**config.mk**
```make
export PLATFORM = sky130hd
export DESIGN_NAME = ext_irq_controller
export DESIGN_NICKNAME = d
export VERILOG_FILES = /design/src/rtl/irq_pkg.sv /design/src/rtl/irq_gateway.sv /design/src/rtl/ext_irq_controller.sv
export SDC_FILE = /design/constraint.sdc
export NUM_CORES = 1
export LEC_CHECK = 0
export ABC_CLOCK_PERIOD_IN_PS = 22700
export CAP_MARGIN = 20
export CORE_MARGIN = 1.5
export CORE_UTILIZATION = 30
export CTS_BUF_LIST = sky130_fd_sc_hd__clkbuf_4 sky130_fd_sc_hd__clkbuf_8
export DETAILED_ROUTE_END_ITERATION = 10
export PLACE_DENSITY_LB_ADDON = 0.2
export SLEW_MARGIN = 20
export SYNTH_ARGS = -nofsm -noshare
export SYNTH_HDL_FRONTEND = slang
export SYNTH_HIERARCHICAL = 1
export SYNTH_SLANG_ARGS = --single-unit
```
**constraint.sdc**
```tcl
create_clock -name i_clk -period 22.7 [get_ports i_clk]
set_input_delay 4.54 -clock i_clk [delete_from_list [all_inputs] [get_ports i_clk]]
set_output_delay 4.54 -clock i_clk [all_outputs]
set_load 0.01 [all_outputs]
```
**src/rtl/irq_pkg.sv**
```systemverilog
// Shared definitions for the external interrupt controller and the machine controller.
package irq_pkg;

   localparam int unsigned ADDR_W = 6;
   localparam int unsigned DATA_W = 32;
   localparam int unsigned ID_W   = 5;

   localparam logic [ADDR_W-1:0] PRIO_BASE = 6'h00;
   localparam logic [ADDR_W-1:0] PEND_IDX  = 6'h20;
   localparam logic [ADDR_W-1:0] EN_IDX    = 6'h21;
   localparam logic [ADDR_W-1:0] THR_IDX   = 6'h22;
   localparam logic [ADDR_W-1:0] CLAIM_IDX = 6'h23;

   localparam logic [3:0] CAUSE_MEI = 4'b1011;

   typedef enum logic [1:0] {
      GW_IDLE      = 2'd0,
      GW_PENDING   = 2'd1,
      GW_IN_FLIGHT = 2'd2
   } gw_state;

endpackage

```
**src/rtl/irq_gateway.sv**
```systemverilog
// Per-source gateway: latches a level line as pending and holds it off until the
// claim/complete handshake for this source has finished.
module irq_gateway
   import irq_pkg::*;
(
   input  logic    i_clk,
   input  logic    i_rst_n,
   input  logic    i_line,
   input  logic    i_claim_hit,
   input  logic    i_complete_hit,
   output logic    o_pending,
   output gw_state o_state
);

   gw_state r_state;
   logic    r_pending;

   always_ff @(posedge i_clk or negedge i_rst_n) begin
      if (!i_rst_n) begin
         r_state   <= GW_IDLE;
         r_pending <= 1'b0;
      end else begin
         case (r_state)
            GW_IDLE: begin
               if (i_line) begin
                  r_state   <= GW_PENDING;
                  r_pending <= 1'b1;
               end
            end
            GW_PENDING: begin
               if (i_claim_hit) begin
                  r_state   <= GW_IN_FLIGHT;
                  r_pending <= 1'b0;
               end
            end
            GW_IN_FLIGHT: begin
               // A line still high re-pends via IDLE on the following edge.
               if (i_complete_hit) begin
                  r_state <= GW_IDLE;
               end
            end
            default: begin
               r_state   <= GW_IDLE;
               r_pending <= 1'b0;
            end
         endcase
      end
   end

   assign o_pending = r_pending;
   assign o_state   = r_state;

endmodule

```
**src/rtl/ext_irq_controller.sv**
```systemverilog
// External interrupt controller: gateways, priority/threshold arbitration, and the
// word-addressed register port with claim/complete at CLAIM_IDX.
module ext_irq_controller
   import irq_pkg::*;
#(
   parameter int unsigned NUM_SRC = 8,
   parameter int unsigned PRIO_W  = 3
) (
   input  logic                 i_clk,
   input  logic                 i_rst_n,
   input  logic [NUM_SRC-1:0]   i_irq_src,
   input  logic                 i_wr_en,
   input  logic                 i_rd_en,
   input  logic [ADDR_W-1:0]    i_addr,
   input  logic [DATA_W-1:0]    i_wdata,
   output logic [DATA_W-1:0]    o_rdata,
   output logic                 o_rvalid,
   output logic                 o_meip,
   output logic [ID_W-1:0]      o_claim_id
);

   logic [PRIO_W-1:0]  r_prio [NUM_SRC];
   logic [NUM_SRC-1:0] r_enable;
   logic [PRIO_W-1:0]  r_thr;
   logic [DATA_W-1:0]  r_rdata;
   logic               r_rvalid;
   logic               r_meip;
   logic [ID_W-1:0]    r_claim_id;

   logic [NUM_SRC-1:0] w_pending;
   logic [NUM_SRC-1:0] w_in_flight;
   logic [NUM_SRC-1:0] w_claim_hit;
   logic [NUM_SRC-1:0] w_complete_hit;
   gw_state            w_gw_state [NUM_SRC];
   logic [ID_W-1:0]    w_best_id;
   logic [PRIO_W-1:0]  w_best_prio;
   logic [DATA_W-1:0]  w_rd_data;
   logic               w_claim;
   logic               w_complete;
   logic [ID_W-1:0]    w_cpl_id;
   logic               w_unused;

   assign w_claim    = i_rd_en && (i_addr == CLAIM_IDX);
   assign w_complete = i_wr_en && (i_addr == CLAIM_IDX);
   assign w_cpl_id   = i_wdata[ID_W-1:0];
   assign w_unused   = ^i_wdata;

   // Source index g carries ID g+1; ID 0 and IDs above NUM_SRC never match.
   for (genvar g = 0; g < NUM_SRC; g++) begin : g_src
      assign w_in_flight[g]    = (w_gw_state[g] == GW_IN_FLIGHT);
      assign w_claim_hit[g]    = w_claim && (w_best_id == ID_W'(g + 1));
      assign w_complete_hit[g] = w_complete && (w_cpl_id == ID_W'(g + 1)) && w_in_flight[g];

      irq_gateway u_gw (
         .i_clk          (i_clk),
         .i_rst_n        (i_rst_n),
         .i_line         (i_irq_src[g]),
         .i_claim_hit    (w_claim_hit[g]),
         .i_complete_hit (w_complete_hit[g]),
         .o_pending      (w_pending[g]),
         .o_state        (w_gw_state[g])
      );
   end

   // Ascending scan with strict compare: ties keep the lowest ID, threshold is the floor.
   always_comb begin
      w_best_id   = '0;
      w_best_prio = r_thr;
      for (int unsigned k = 0; k < NUM_SRC; k++) begin
         if (w_pending[k] && r_enable[k] && (r_prio[k] > w_best_prio)) begin
            w_best_prio = r_prio[k];
            w_best_id   = ID_W'(k + 1);
         end
      end
   end

   always_comb begin
      w_rd_data = '0;
      for (int unsigned k = 0; k < NUM_SRC; k++) begin
         if (i_addr == ADDR_W'(PRIO_BASE + k)) begin
            w_rd_data = DATA_W'(r_prio[k]);
         end
      end
      case (i_addr)
         PEND_IDX:  w_rd_data = DATA_W'(w_pending);
         EN_IDX:    w_rd_data = DATA_W'(r_enable);
         THR_IDX:   w_rd_data = DATA_W'(r_thr);
         CLAIM_IDX: w_rd_data = DATA_W'(w_best_id);
         default:   ;
      endcase
   end

   always_ff @(posedge i_clk or negedge i_rst_n) begin
      if (!i_rst_n) begin
         for (int unsigned k = 0; k < NUM_SRC; k++) begin
            r_prio[k] <= '0;
         end
         r_enable <= '0;
         r_thr    <= '0;
      end else if (i_wr_en) begin
         for (int unsigned k = 0; k < NUM_SRC; k++) begin
            if (i_addr == ADDR_W'(PRIO_BASE + k)) begin
               r_prio[k] <= i_wdata[PRIO_W-1:0];
            end
         end
         if (i_addr == EN_IDX) begin
            r_enable <= i_wdata[NUM_SRC-1:0];
         end
         if (i_addr == THR_IDX) begin
            r_thr <= i_wdata[PRIO_W-1:0];
         end
      end
   end

   always_ff @(posedge i_clk or negedge i_rst_n) begin
      if (!i_rst_n) begin
         r_rdata    <= '0;
         r_rvalid   <= 1'b0;
         r_meip     <= 1'b0;
         r_claim_id <= '0;
      end else begin
         r_rvalid   <= i_rd_en;
         r_meip     <= (w_best_id != '0);
         r_claim_id <= w_best_id;
         if (i_rd_en) begin
            r_rdata <= w_rd_data;
         end
      end
   end

   assign o_rdata    = r_rdata;
   assign o_rvalid   = r_rvalid;
   assign o_meip     = r_meip;
   assign o_claim_id = r_claim_id;

endmodule

```
==> impl_metrics.csv <==
group,metric,value,unit
status,status,"finished, final reports clean",
worst_setup_path,startpoint,"r_thr[2]",
synth,synthSimpleGateAreaFrac,21.36,%
sta,fin_crit_sh,56.94,%
grt,grt_pass1_vias,3853,
power,clockPowerShare,32.1,%
power,p_sw,141.8,uW
die,std_cell_rows,46,
worst_setup_path,worstPathMaxFanout,10,
route,drt-initial-drc-count,250,
grt,grt_pass1_wl,21.69,mm
placed_design,numPortBuffers,39,
synth,syn_area,4833,um2
worst_setup_path,crit_arrival,13.22,ns
worst_setup_path,critPathKind,"reg2reg",
run,drv_cap,0,
worst_setup_path,r2r_end,"g_src[0].u_gw/o_pending",
worst_setup_path,setup.worst_path.start_class,"flip-flop",
sta,rsz0062_at_grt,"no",
power,combinationalPowerShare,28.9,%
route,dr.pass1.iters,5,
layout,areaGrowthSynthToFinish,16.05,%
synth,synth_warnings,6,
route,vias,4054,
sta,final_hold_viol_count,0,
layout,fin_cells,790,
clock_network,ctsResizeCount,0,
layout,final_layout_size_suffix_gt1_share,14.46,%
worst_setup_path,cp_slowest_cell,"a21oi_1",
synth,synth_top_family_by_area,"simple AND/OR/NAND/NOR gates",
grt,overflow,0,
power,total_leakage_power,2.397,nW
layout,fill_cells,1644,
hold_path,holdCritPathClass,"reg2reg",
sta,worst_slack,9.774,ns
placed_design,place_hpwl,10.07,mm
synth,yosys_most_used_dff,"dfrtp_1",
layout,n_antenna_cell,0,
placed_design,place_congestion,0.8344,
worst_setup_path,worstPathRequired,22.99,ns
sta,period_minus_slack,12.93,ns
sta,worst_pin_slew,0.9652,ns
synth,synth_compound_area_share,18.79,%
clock_network,clockRootBuffer,"clkbuf_8",
worst_setup_path,reg2reg_from,"r_thr[2]",
clock_network,clock-sinks,73,
worst_setup_path,max_stage_delay,0.66,ns
synth,synthMuxAreaShare,10.46,%
synth,async_flop_share,100.0,%
worst_setup_path,endpoint_kind,"flip-flop",
grt,grt_start_max_net_pins,74,
die,dieArea,16880,um2
power,p_sw_share,34.37,%
sta,max_clock_freq,77.36,MHz
die,initial_core_util,30.54,%
power,p_per_area,73.57,nW/um2
sta,finalClockSkew,0.01300,ns
clock_network,clk_pin_slew,0.08,ns
placed_design,dp.cells,774,
clock_network,ctsLongestPathBuffers,2,
route,wl_per_cell,17.19,um
power,p_total,412.6,uW
route,finalWirelength,13.58,mm
synth,ys_types,79,
worst_setup_path,rr_worst_depth,54,
clock_network,cts_made_buffers,9,
sta,setup_violations,0,
layout,final_core_util,35.44,%
synth,synth_xor_area_share,0,%
synth,syn_inst,530,
clock_network,tritoncts,"done",
sta,slew_violations,0,
clock_network,postCtsSetupBuffers,0,
synth,ys_ff_latch,73,
clock_network,postCtsHoldBufs,0,
route,ant_nets,0,
clock_network,clock_latency,0.38,ns
grt,antenna_found_initial,0,
layout,fin_nets,633,
placed_design,place_ws,9.812,ns
power,p_int,270.8,uW
die,fp.dieW,129.9,um
sta,whs,0.5044,ns
synth,yosysSeqAreaShare,37.79,%
power,pwr-share-seq,39.1,%
worst_setup_path,r2r_slack,9.77,ns
placed_design,place_area,5359,um2
sta,maxSlewHeadroom,35.65,%
layout,final_area,5609,um2
route,via_per_inst,5.132,
clock_network,h-tree-depth,3,
worst_setup_path,crit_end,"g_src[0].u_gw/o_pending",
die,io_pins,89,
die,core,15830,um2
route,drc_errors,0,
power,peakVddDrop,0.00003603,V
synth,synth-adder-area-share,4.038,%
grt,track_usage,17.10,%
sta,setup_tns,0,ns
synth,synth_edf_count,0,
die,die_y,129.9,um
synth,syn_avg_cell_area,9.120,um2
## synth_stat cells, types with 4 or more instances
master    instances  share of area (%)
and2_1            4               0.52
a31oi_1           5               0.65
o22ai_1          13                1.7
nor2b_2           8                1.4
a21oi_1          28                2.9
buf_4            25                3.9
ha_1             14                3.6
nand2_1          53                4.1
nand3_1          18                1.9
dfrtp_1          73                 38
o21ai_0          38                3.9
nor3_1            9               0.93
o211ai_1          5               0.78
nor2_1           52                4.0
inv_1            35                2.7
mux2i_1          10                2.1
clkbuf_1          9               0.70
nor3b_1           5               0.78
and4b_1           7                1.4
and3_1            4               0.52
mux2_2           30                7.0
## sequential cells by signal (all words and copies together), names as in the netlist
signal / count
g_src.u_gw/o_pending: 8
g_src.u_gw/o_state: 16
o_claim_id: 4
o_meip: 1
o_rdata: 8
o_rvalid: 1
r_enable: 8
r_prio: 24
r_thr: 3
## layout make-up
| cell class | instances | area (um2) | area share, % |
|---|---|---|---|
| multi-input combinational | 410 | 2735 | 48.76 |
| clock buffer | 9 | 123.9 | 2.208 |
| inverter | 35 | 131.4 | 2.342 |
| sequential | 73 | 1827 | 32.57 |
| tap | 216 | 270.3 | 4.818 |
| timing repair buffer | 40 | 395.4 | 7.049 |
| clock inverter | 7 | 126.4 | 2.253 |
## power by group through the flow
| stage | sequential (mW) | clock [mW] | combinational [mW] |
|---|---|---|---|
| 2_1_floorplan | 0.159 | 0 | 0.0862 |
| 3_3_place_gp | 0.163 | 0 | 0.117 |
| 3_5_place_dp | 0.163 | 0 | 0.119 |
| 4_1_cts | 0.161 | 0.136 | 0.120 |
| 5_1_grt | 0.163 | 0.140 | 0.135 |
| 6_report | 0.161 | 0.132 | 0.119 |
## worst max-delay path: cells and delay by family, from the launching register on
| kind | cells | cell delay (ns) |
|---|---|---|
| buffers and inverters | 2 | 0.22 |
| DFF | 1 | 0.46 |
| and+or+nand+nor | 23 | 4.02 |
| adders and majority gates | 9 | 2.57 |
| muxes | 4 | 1.55 |
| AOI/OAI and AO/OA | 16 | 4.00 |
## kinds of logic (layout without fill, tap and decap cells)
| kind of cell | count (synthesis) | in the layout |
|---|---|---|
| adders and majority gates | 16 | 16 |
| buffers and inverters | 71 | 91 |
| DFF | 73 | 73 |
| muxes | 43 | 43 |
| and+or+nand+nor | 194 | 194 |
| other | 1 | 25 |
| AOI/OAI and AO/OA | 132 | 132 |
## cell usage in the layout, fill, tap and decap left out, types with 4 or more instances in the layout
cell | synthesis | final
o22ai_1 | 13 | 13
and4b_1 | 7 | 7
a21oi_1 | 28 | 28
nand2_1 | 53 | 53
mux2_2 | 30 | 30
mux2i_1 | 10 | 10
and3_1 | 4 | 4
clkbuf_8 | 0 | 9
nand3_1 | 18 | 18
ha_1 | 14 | 14
conb_1 | 1 | 25
o21ai_0 | 38 | 38
clkdlybuf4s50_1 | 0 | 38
a31oi_1 | 5 | 5
and2_1 | 4 | 4
nor3_1 | 9 | 9
nor2b_2 | 8 | 8
inv_1 | 35 | 35
nor3b_1 | 5 | 5
nor2_1 | 52 | 52
dfrtp_1 | 73 | 73
o211ai_1 | 5 | 5
## worst min path at each step
stage,from,depth (start not counted),to,slack [ns]
6_report,g_src[0].u_gw/o_state[1],1,g_src[0].u_gw/o_state[0],0.50
4_1_cts,g_src[7].u_gw/o_state[1],1,g_src[7].u_gw/o_state[0],0.50
5_1_grt,g_src[0].u_gw/o_state[1],1,g_src[0].u_gw/o_state[0],0.53
3_3_place_gp,g_src[1].u_gw/o_state[1],1,g_src[1].u_gw/o_state[0],0.47
2_1_floorplan,g_src[0].u_gw/o_state[1],1,g_src[0].u_gw/o_state[0],0.45
3_5_place_dp,g_src[7].u_gw/o_state[1],1,g_src[7].u_gw/o_state[0],0.49
## routing by layer
layer	vias to the layer above	track usage [%]	wire, um
met5	-	0	0
met4	0	6.601	245
met3	19	2.542	694
met2	122	26.55	6193
met1	1948	24.03	6446
li1	1965	-	-
Power figures use the tool's default switching activity.
==> patch 1, RTL diff (same settings) <==
Change the parameter `PRIO_W` from 3 to 6.
--- a/src/rtl/ext_irq_controller.sv
+++ b/src/rtl/ext_irq_controller.sv
@@ -4,7 +4,7 @@
    import irq_pkg::*;
 #(
    parameter int unsigned NUM_SRC = 8,
-   parameter int unsigned PRIO_W  = 3
+   parameter int unsigned PRIO_W  = 6
 ) (
    input  logic                 i_clk,
    input  logic                 i_rst_n,
Function: changed (a bounded check fails within 4 cycles, from zero or initial values and one cycle with i_rst_n low).
==> patch 1 against the original RTL <==
  * Setup slack worse by 4.0 ns
  * Wire length up 51%
  * Synthesized area up 47%
  * Power up 35%
  * Via count up 41%
  * Sequential cell count up 27
  * Final area up 41%
  * Critical path type unchanged
  * Critical endpoint is now g_src[3].u_gw/o_pending
  * Largest cell class unchanged
==> patch 1: results <==
[cells_and_area]
final_area_sq_mm = 0.00793
fin_nets = 891

[global_routing]
grt_max_degree = 52
grt_pass1_wl_um = 32100
grt_usage_pct = 17.3

[sta]
finClkSkew_ns = 0.0144
worst_pin_slew_ns = 0.924

[pwr]
power.share.switching_pct = 40.3
irDropWorstVdd_uv = 27.3

[synthesis]
synthTopCellsByArea = "dfrtp_1, mux2_2, ha_1"
synth_seq_area_share_pct = 35.1
synth_area_per_cell_sq_um = 9.13
yosysUniqueCellTypes = 80
synth_common_cells = "dfrtp_1, nand2_1, nor2_1"

[route]
dr.first_iter.drc_count = 349
wl_per_cell_um = 18.2
vias_per_cell = 5.07

[clock_network]
clkTransAtPathRegs_ns = 0.12
clk_latency_ns = 0.40

[setup_path]
crit_family = "compound AO/OA/AOI/OAI gates"
r2r_end = "g_src[3].u_gw/o_pending"
cp_slowest_cell = "a221oi_4"
worst-path-max-fanout = 21
reg2reg_from = "r_thr[4]"
r2r_cells = 67
worstPathArrival_ns = 17.25
slowest_delay_ns = 0.73

[placed_design]
dp_hpwl_um = 15100
placed_area_sq_mm = 0.00771
place_congestion = 0.796

[status]
status = "completed"

[min_path]
min_from = "g_src[1].u_gw/o_state[1]"
==> patch 1: cell count changes after synthesis, sizes merged, moves of 7 or more <==
cell    unedited run  this run
clkbuf             9        22
nand2             53        83
a21oi             28        40
a21o               3        10
o21ai             41        52
dfrtp             73       100
nor2              52        66
or3                2         9
inv               35        63
buf               27        37
mux2              30        54
ha                14        38
mux2i             10        21
==> patch 1: kinds of logic after synthesis <==
kind of cell / count (synthesis) / share of synthesized area, %
other: 1 / 0.0526
xor gates and xnor gates: 3 / 0.369
DFF: 100 / 35.1
buffers and inverters: 122 / 8.13
AOI/OAI and AO/OA: 184 / 17.7
adders and majority gates: 38 / 6.67
muxes: 83 / 14.3
and+or+nand+nor: 250 / 17.7
==> patch 1: cell type report <==
cell class                 instances  area share [%]
tap                              319            5.04
clock inverter                     7            1.12
multi-input combinational        583            52.2
sequential                       100            31.6
timing repair buffer              46            5.56
inverter                          63            2.98
clock buffer                       9            1.56
==> patch 1: routing by layer <==
| metal | track usage (%) | wire length, um |
|---|---|---|
| met2 | 27.7 | 9320 |
| met5 | 0 | 0 |
| met3 | 2.37 | 547 |
| met1 | 24.5 | 10300 |
| met4 | 4.27 | 283 |
==> patch 1: worst register-to-register path: cells and delay by family, from the launching register on <==
family                   cells  cell delay (ns)
AND/OR/NAND/NOR             19             4.40
AO/OA/AOI/OAI               29             7.51
buffers and inverters        8             1.16
multiplexers                 3             0.93
flip-flops                   1             0.44
adder cells (fa/ha/maj)      8             2.46
==> patch 1: worst max path at each step <==
stage and endpoint:
3_3_place_gp g_src[3].u_gw/o_pending, 3_5_place_dp g_src[3].u_gw/o_pending, 5_1_grt g_src[3].u_gw/o_pending, 2_1_floorplan g_src[3].u_gw/o_pending, 4_1_cts g_src[3].u_gw/o_pending, 6_report g_src[3].u_gw/o_pending
==> patch 1: per-stage QoR <==
stage,worst slack [ns],hold slack (ns)
after floorplan,8.84,0.454
after global placement,5.81,0.484
after detailed placement,5.80,0.486
after CTS,5.73,0.503
after global routing,4.36,0.537
final,5.74,0.504
==> patch 1: power groups by stage <==
stage	registers [uW]	logic, uW	clock network [uW]
detailed placement	227	207	0
global route	228	233	138
CTS	224	208	132
global placement	227	206	0
finish	225	207	127
floorplan	217	156	0
==> patch 2, RTL diff (same settings) <==
Without the edit above. Make the reset (`i_rst_n`) synchronous in 3 clocked blocks.
--- a/src/rtl/irq_gateway.sv
+++ b/src/rtl/irq_gateway.sv
@@ -15,7 +15,7 @@
    gw_state r_state;
    logic    r_pending;
 
-   always_ff @(posedge i_clk or negedge i_rst_n) begin
+   always_ff @(posedge i_clk) begin
       if (!i_rst_n) begin
          r_state   <= GW_IDLE;
          r_pending <= 1'b0;
--- a/src/rtl/ext_irq_controller.sv
+++ b/src/rtl/ext_irq_controller.sv
@@ -90,7 +90,7 @@
       endcase
    end
 
-   always_ff @(posedge i_clk or negedge i_rst_n) begin
+   always_ff @(posedge i_clk) begin
       if (!i_rst_n) begin
          for (int unsigned k = 0; k < NUM_SRC; k++) begin
             r_prio[k] <= '0;
@@ -112,7 +112,7 @@
       end
    end
 
-   always_ff @(posedge i_clk or negedge i_rst_n) begin
+   always_ff @(posedge i_clk) begin
       if (!i_rst_n) begin
          r_rdata    <= '0;
          r_rvalid   <= 1'b0;
Formal check against the unedited RTL: differs if i_rst_n is asserted again (counterexample within 4 cycles, from zero or initial values and one cycle with i_rst_n low); with i_rst_n held inactive, the same outputs for 4 cycles.
==> patch 2 against the original RTL <==
  * Sequential cell count stayed put
  * Die area is 1.9% higher
  * Final area is 1.6% higher
  * Non-clock buffer count is 3 higher
  * Sequential share of layout area is 2.7 points lower
  * Setup slack worse by 1.3 ns
  * Synthesized area is 2.0% higher
  * Critical path depth is 7 higher
  * Wire length is 3.7% higher
  * Critical endpoint is now g_src[4].u_gw/o_pending
  * Largest cell class unchanged
  * Highest routed layer unchanged
Power is not compared: it rests on default switching activity, and its combinational part moved more than twofold at a synthesized area within 25%.
==> patch 2: results <==
[status]
status = "completed"

[cells_and_area]
sh_seq_area_pct = 29.9
clkCellAreaFrac_pct = 4.15
fillCellCount = 1651
inv_count = 25
fin_nets = 669
multi_input_gates = 453
buffers_excl_clock = 43
buffer_area_share_pct = 7.29
drive_gt1_share_pct = 10.0
final.clkbuf_count = 11
multi_input_area_share_pct = 52.3
design.seq.count = 73

[global_routing]
grt_pass1_wl_um = 22500
grtUsageMet2_pct = 27.6
grt_pass1_vias = 4159
grt_max_degree = 61
grtUsageMet1_pct = 22.0
use_met3_pct = 2.51

[synthesis]
synthArstFlopShare_pct = 0
yosysUniqueCellTypes = 76
synth_common_cells = "nor2_1, nand2_1, dfxtp_1"
synthTopCellsByArea = "dfxtp_1, edfxtp_1, nor2_1"
synth_area_per_cell_sq_um = 8.69
synth_edf_count = 24
synth_seq_area_share_pct = 34.5

[setup_path]
worst-path-max-fanout = 8
r2r_end = "g_src[4].u_gw/o_pending"
r2r_cells = 61
cp_slowest_cell = "nor4_1"
slowest_delay_ns = 0.49
cp-endpoint = "g_src[4].u_gw/o_pending"
r2r_setup_slack_ns = 8.44
reg2reg_from = "r_prio[0][1]"

[min_path]
worstHoldEndpoint = "g_src[4].u_gw/o_state[1]"
hold_depth = 2
min_from = "g_src[4].u_gw/o_state[1]"

[route]
wl_met1_um = 6600
wirelength_um = 14100
dr_wl_met2_um = 6580
wl_met3_um = 709
wl_per_cell_um = 17.0
vias_per_cell = 5.19

[sta]
max_freq_mhz = 70.1
finClkSkew_ns = 0.0134
fin_hold_ws_ns = 0.494
worst_pin_slew_ns = 0.769

[placed_design]
place_inst = 810
place_congestion = 0.838
placed_area_sq_mm = 0.00546
dp_hpwl_um = 10600
==> patch 2: cell count changes in the layout (fill, tap and decap cells not counted), moves of 9 or more <==
cell	change
nor2b_1	+11
mux2_2	-22
dfrtp_1	-73
nand2b_1	+19
o22ai_1	-9
dfxtp_1	+49
nand3_1	+9
edfxtp_1	+24
a21boi_0	+17
nand3b_1	+15
o21ai_0	-17
inv_1	-10
==> patch 2: critical path: cells and delay by family, from the launching register on <==
family                     cells  cell delay, ns
AOI/OAI and AO/OA             22            4.05
adders and majority gates      9            2.63
muxes                          5            1.52
DFF                            1            0.47
buffers and inverters          1            0.11
and+or+nand+nor               24            5.35
==> patch 2: cell families (layout without fill, tap and decap cells) <==
group | Yosys count | in the layout | share of synthesized area [%]
fa+ha+maj | 16 | 16 | 3.96
compound gates | 132 | 132 | 20.2
simple gates | 251 | 251 | 27.1
buf+inv | 65 | 84 | 6.85
flops | 73 | 73 | 34.5
mux | 29 | 29 | 7.31
other cells | 1 | 25 | 0.0761
